$ cat src/rtl/dzcpu_useq.sv
// -----------------------------------------------------------------------------
// dzcpu_useq -- microcode sequencer for the DZCPU core.
//
// Two-state sequencer. In FETCH it waits for an opcode byte on the memory bus,
// looks up the flow start address through the opcode table, and enters EXEC.
// In EXEC it issues one microinstruction per unstalled cycle. The flow field of
// each ROM word decides whether PC increments, flags commit, or the flow ends.
//
// Ports
//   iClock       : clock, rising-edge active
//   iReset       : asynchronous active-low reset
//   iMop         : opcode / operand byte from memory
//   iMemReady    : iMop valid this cycle
//   iStall       : datapath stall, freezes the sequencer and gates all strobes
//   iFlagZ       : current Z flag, used by the conditional end-of-flow codes
//   oLutMop      : byte presented to the opcode and CB lookup tables
//   iLutIdx      : flow start index from the main opcode table
//   iCbLutIdx    : flow start index from the CB table
//   oUopAddr     : microcode ROM address (uPC)
//   iUop         : ROM word {flow[12:9], op[8:4], operand[3:0]}
//   oUop         : microinstruction issued to the datapath
//   oUopValid    : oUop must be executed this cycle
//   oPcInc       : PC increment request
//   oFlagsUpdate : commit ALU flags this cycle
//   oEof         : end-of-flow (instruction retire) pulse
//   oRetired     : retired-instruction counter, wraps at 16 bits
// -----------------------------------------------------------------------------
module dzcpu_useq #(
  parameter int         UOP_W  = 13,
  parameter logic [4:0] JCB_OP = 5'h1F
) (
  input  logic             iClock,
  input  logic             iReset,
  input  logic [7:0]       iMop,
  input  logic             iMemReady,
  input  logic             iStall,
  input  logic             iFlagZ,
  output logic [7:0]       oLutMop,
  input  logic [7:0]       iLutIdx,
  input  logic [7:0]       iCbLutIdx,
  output logic [7:0]       oUopAddr,
  input  logic [UOP_W-1:0] iUop,
  output logic [UOP_W-1:0] oUop,
  output logic             oUopValid,
  output logic             oPcInc,
  output logic             oFlagsUpdate,
  output logic             oEof,
  output logic [15:0]      oRetired
);

  typedef enum logic {S_FETCH, S_EXEC} state_t;

  state_t      r_state;
  logic [7:0]  r_upc;
  logic [7:0]  r_opcode;
  logic [15:0] r_retired;

  logic [3:0]  w_flow;
  logic [4:0]  w_op;
  logic        w_run;
  logic        w_pc_inc;
  logic        w_flags_upd;
  logic        w_eof;
  logic        w_jcb;
  logic        w_unused_opcode;

  assign w_flow = iUop[12:9];
  assign w_op   = iUop[8:4];

  // An unstalled EXEC cycle is the only time a uop is issued or state moves.
  assign w_run = (r_state == S_EXEC) && !iStall;

  // Flow-field decode; codes 9-15 behave like a plain op.
  always_comb begin
    w_pc_inc    = 1'b0;
    w_flags_upd = 1'b0;
    w_eof       = 1'b0;
    case (w_flow)
      4'd1: w_pc_inc = 1'b1;
      4'd2: w_eof = 1'b1;
      4'd3: begin w_pc_inc = 1'b1; w_eof = 1'b1; end
      4'd4: begin w_flags_upd = 1'b1; w_eof = 1'b1; end
      4'd5: begin w_pc_inc = 1'b1; w_flags_upd = 1'b1; w_eof = 1'b1; end
      4'd6: begin w_pc_inc = 1'b1; w_eof = iFlagZ; end
      4'd7: begin w_pc_inc = 1'b1; w_eof = !iFlagZ; end
      4'd8: w_flags_upd = 1'b1;
      default: ;
    endcase
  end

  // A CB jump only takes effect on a uop that does not also end the flow.
  assign w_jcb = (w_op == JCB_OP) && !w_eof;

  // The table byte is always the live bus byte: the opcode in FETCH, the CB
  // byte in a jcb cycle; in any other EXEC cycle the tables' answer is unused.
  assign oLutMop      = iMop;
  assign oUopAddr     = r_upc;
  assign oUop         = iUop;
  assign oUopValid    = w_run;
  assign oPcInc       = w_run && w_pc_inc;
  assign oFlagsUpdate = w_run && w_flags_upd;
  assign oEof         = w_run && w_eof;
  assign oRetired     = r_retired;

  // Latched opcode is kept for debug taps; nothing in the sequencer reads it.
  assign w_unused_opcode = ^r_opcode;

  always_ff @(posedge iClock or negedge iReset) begin
    if (!iReset) begin
      r_state   <= S_FETCH;
      r_upc     <= 8'd0;
      r_opcode  <= 8'd0;
      r_retired <= 16'd0;
    end else begin
      case (r_state)
        S_FETCH: begin
          if (iMemReady && !iStall) begin
            r_upc    <= iLutIdx;
            r_opcode <= iMop;
            r_state  <= S_EXEC;
          end
        end
        S_EXEC: begin
          if (!iStall) begin
            if (w_eof) begin
              r_state   <= S_FETCH;
              r_retired <= r_retired + 16'd1;
            end else if (w_jcb) begin
              r_upc <= iCbLutIdx;
            end else begin
              r_upc <= r_upc + 8'd1;
            end
          end
        end
        default: r_state <= S_FETCH;
      endcase
    end
  end

endmodule

$ cat config.mk
export PLATFORM = sky130hd
export DESIGN_NAME = dzcpu_useq
export DESIGN_NICKNAME = d
export VERILOG_FILES = /design/src/rtl/dzcpu_useq.sv
export SDC_FILE = /design/constraint.sdc
export NUM_CORES = 1
export LEC_CHECK = 0
export ABC_AREA = 1
export CAP_MARGIN = 20
export CORE_ASPECT_RATIO = 1.1
export CORE_MARGIN = 1.5
export CORE_UTILIZATION = 41
export DETAILED_ROUTE_END_ITERATION = 10
export GPL_TIMING_DRIVEN = 0
export PLACE_DENSITY = 0.91
export SYNTH_ARGS = -nofsm -noshare
export SYNTH_HDL_FRONTEND = slang
export SYNTH_SLANG_ARGS = --single-unit
export TNS_END_PERCENT = 30
$ cat constraint.sdc
create_clock -name iClock -period 1.6 [get_ports iClock]
set_clock_uncertainty 0.15 [all_clocks]
set_input_delay 0.32 -clock iClock [delete_from_list [all_inputs] [get_ports iClock]]
set_output_delay 0.32 -clock iClock [all_outputs]
set_load 0.01 [all_outputs]
==> impl_metrics.ini, run 1 <==
[synthesis]
yosys.area.top_type = dfrtp_1
synth_async_sr_flop_share_pct = 100
ys_seq_elements = 25
ys_top_cells_by_count = 86 x nand2_1, 37 x nor2_1, 26 x nand3_1
synth-seq-area-share_pct = 32.6
synth_cells = 278
ys.flop_type = dfrtp_1
synth.top_cells.by_area = dfrtp_1 33%, nand2_1 17%, buf_4 8.2%
ys_warn_count = 0
synth_top_area_share_pct = 32.6
syn-num-nets = 322
syn-cell-area_um2 = 1920
ys_types = 30
synth.most_common_cell = nand2_1
syn_avg_cell_area_um2 = 6.90
synth_edf_count = 0

[clock_network]
clk_latency_ps = 270
cts_made_buffers = 3
cts.sinks = 25
cts_root_buf = clkbuf_8
cts_tree = built
htreeDepth = 1
path_clk_slew_ps = 90
cts_buffer_depth = 2

[route]
routed_via_density = 5.00
drc = 0
detail-route-antenna-nets = 0
drt-initial-drc-count = 121
dr.pass1.iters = 4
routed_wl_um = 5650
wl_per_cell_um = 12.9
via_count = 2188

[sta]
fin_tns_setup_ps = -367
fin_crit_ps = 1730
tightest_slew_ps = 562
period_share_pct = 108
setup_violations = 4
setup_slack_ps = -131
fmax_ghz = 0.578
slew_violations = 0
slew_headroom_pct = 62.4
hold_viol_final = 0
rsz0062_at_grt = true

[min_path]
hold_class = input port to asynchronous set/reset pin

[placement]
port_buffers = 78
routabilityCongestion = 0.851
dp_hpwl_um = 3850
pre_cts_ws_ps = -1010
place_inst = 411

[critical_path]
required_ps = 1130
cp_common_cell = inv_4
worst_setup_path_end_kind = output pin
critPathKind = flip-flop to output pin
path_delay_family = flip-flops
critPathBufInv = 3
crit_arrival_ps = 1260
slowest_delay_ps = 420
critical_path_peak_fanout = 3
startpoint_type = flip-flop
crit_path_top_delay_cell = dfrtp_1
cp_cell_sequence = inv_4 > nor2_4 > inv_4 > a211oi_2 > buf_2

[die]
initial_core_util_pct = 43.5
core_um2 = 4410
chipHeight_um = 74.8
rows = 25
die_width_um = 68.2
dieArea_um2 = 5100
io_pins = 91

[global_route]
grtUsageMet1_pct = 25.0
grt_pass1_wl_um = 8380
met2_usage_pct = 38.9
grt_pass1_vias = 1935
antenna_found_initial = 0
grt_usage_pct = 21.0
grt_use_met3_pct = 2.24
globalRouteOverflowTotal = 0
grt_start_max_net_pins = 17
gr-max-usage-layer = met2

[pwr]
power_mw = 3.21
leakage_nw = 1.53
vdd_drop_max_mv = 0.523
p_per_area_nw_per_um2 = 1050

[outcome]
outcome = finished with violations
violations = negative setup slack

[job]
drv_cap = 0

[final_layout]
num_antenna_cells = 0
area_delta_synth_final_pct = 60.2
drive_above_1_share_pct = 27.6
final_nets = 429
final-instance-count-excl-fill = 438
-- layout make-up --
class | instances | area, um^2
Fill cell | 332 | 1340
Multi-Input combinational cell | 199 | 1090
Timing Repair Buffer | 104 | 941
Sequential cell | 25 | 628
Buffer | 24 | 188
Inverter | 28 | 115
Tap cell | 54 | 67.6
Clock buffer | 4 | 45.0
-- worst register-to-register path, delay by kind of cell (launching register included) --
kind / cells / cell delay [ps]
buffers and inverters: 5 / 480
and+or+nand+nor: 4 / 360
DFF: 1 / 420
AOI/OAI and AO/OA: 1 / 110
-- state kept, by name, summed over array words and instances (netlist names) --
register	count
r_state	1
oRetired	16
oUopAddr	8
-- per-stage QoR --
stage	instance area [um^2]	util (%)	hold WS, ps
detailed placement	2800	63.4	376
finish	3070	69.7	259
global route	3070	69.7	287
CTS	2990	67.8	272
floorplan	1920	-	-126
global placement	2770	62.8	367
-- final timing paths --
path	startpoint	to	slack (ps)	depth (start not counted)
worst min-delay path	iReset	oRetired[1]$_DFFE_PN0P_	260	1
max in group asynchronous	iReset	oRetired[0]$_DFFE_PN0P_	560	2
worst max-delay path	r_state$_DFF_PN0_	oPcInc	-130	5
worst min register to register	oUopAddr[1]$_DFFE_PN0P_	oUopAddr[1]$_DFFE_PN0P_	410	2
worst max register to register	r_state$_DFF_PN0_	oRetired[5]$_DFFE_PN0P_	-10	10
min in group iClock	oUopAddr[1]$_DFFE_PN0P_	oUopAddr[1]$_DFFE_PN0P_	410	2
-- report_power, final --
| part | switching [mW] | internal, mW |
|---|---|---|
| Sequential | 0.212 | 0.848 |
| Clock | 0.203 | 0.178 |
| Combinational | 0.933 | 0.839 |
-- routing by layer --
metal / up-vias / routed length (um)
li1: 1058 / -
met1: 1026 / 2150
met2: 94 / 3080
met3: 10 / 322
met4: 0 / 102
met5: - / 0
-- cell usage in the layout, fill, tap and decap left out, types with 2 or more instances in the layout --
cell             netlist  final
nand2_2                2      2
nand4_1                3      3
inv_1                 24     23
a21oi_1                4      3
inv_4                  1      2
dfrtp_1               25     23
a211oi_2               0      2
nor2_1                37     31
clkbuf_1               1      2
nor3_1                 3      3
buf_4                 21     52
buf_2                  1      3
o21ai_1                3      2
xor2_1                10     10
clkbuf_8               0      3
nand2_1               86     83
nor2_4                 3      5
o21ai_2                4      5
dlygate4sd2_1          0     27
nand3_1               26     24
nor2_2                 3      7
nand2_4                2      5
inv_2                  3      2
buf_6                  2      3
nand3_4                0      2
xnor2_1                4      4
clkdlybuf4s50_1        0     37
dfrtp_2                0      2
-- cell families after synthesis --
logic type | Yosys count | synth area share (%)
XOR/XNOR | 14 | 6.39
buffers and inverters | 54 | 16.2
flip-flops | 25 | 32.6
AO/OA/AOI/OAI | 15 | 5.08
adder cells (fa/ha/maj) | 2 | 1.30
AND/OR/NAND/NOR | 168 | 38.4
-- timing repair --
action | CTS | global route
cloned | 1 | 0
setup buffers | 20 | 4
resized for setup | 90 | 32
hold buffers | 0 | 0
setup endpoints to repair | 59 | 29
pin swaps | 3 | 4
No activity file was read; power rests on OpenSTA's default activity.
==> run 2: changes to the inputs <==
--- a/config.mk
+++ b/config.mk
@@ -6,6 +6,7 @@
 export NUM_CORES = 1
 export LEC_CHECK = 0
 export ABC_AREA = 1
+export ABC_CLOCK_PERIOD_IN_PS = 1600
 export CAP_MARGIN = 20
 export CORE_ASPECT_RATIO = 1.1
 export CORE_MARGIN = 1.5
==> results of run 2 <==
Same layout as run 1: the final DEF is identical, and so are final timing and power.
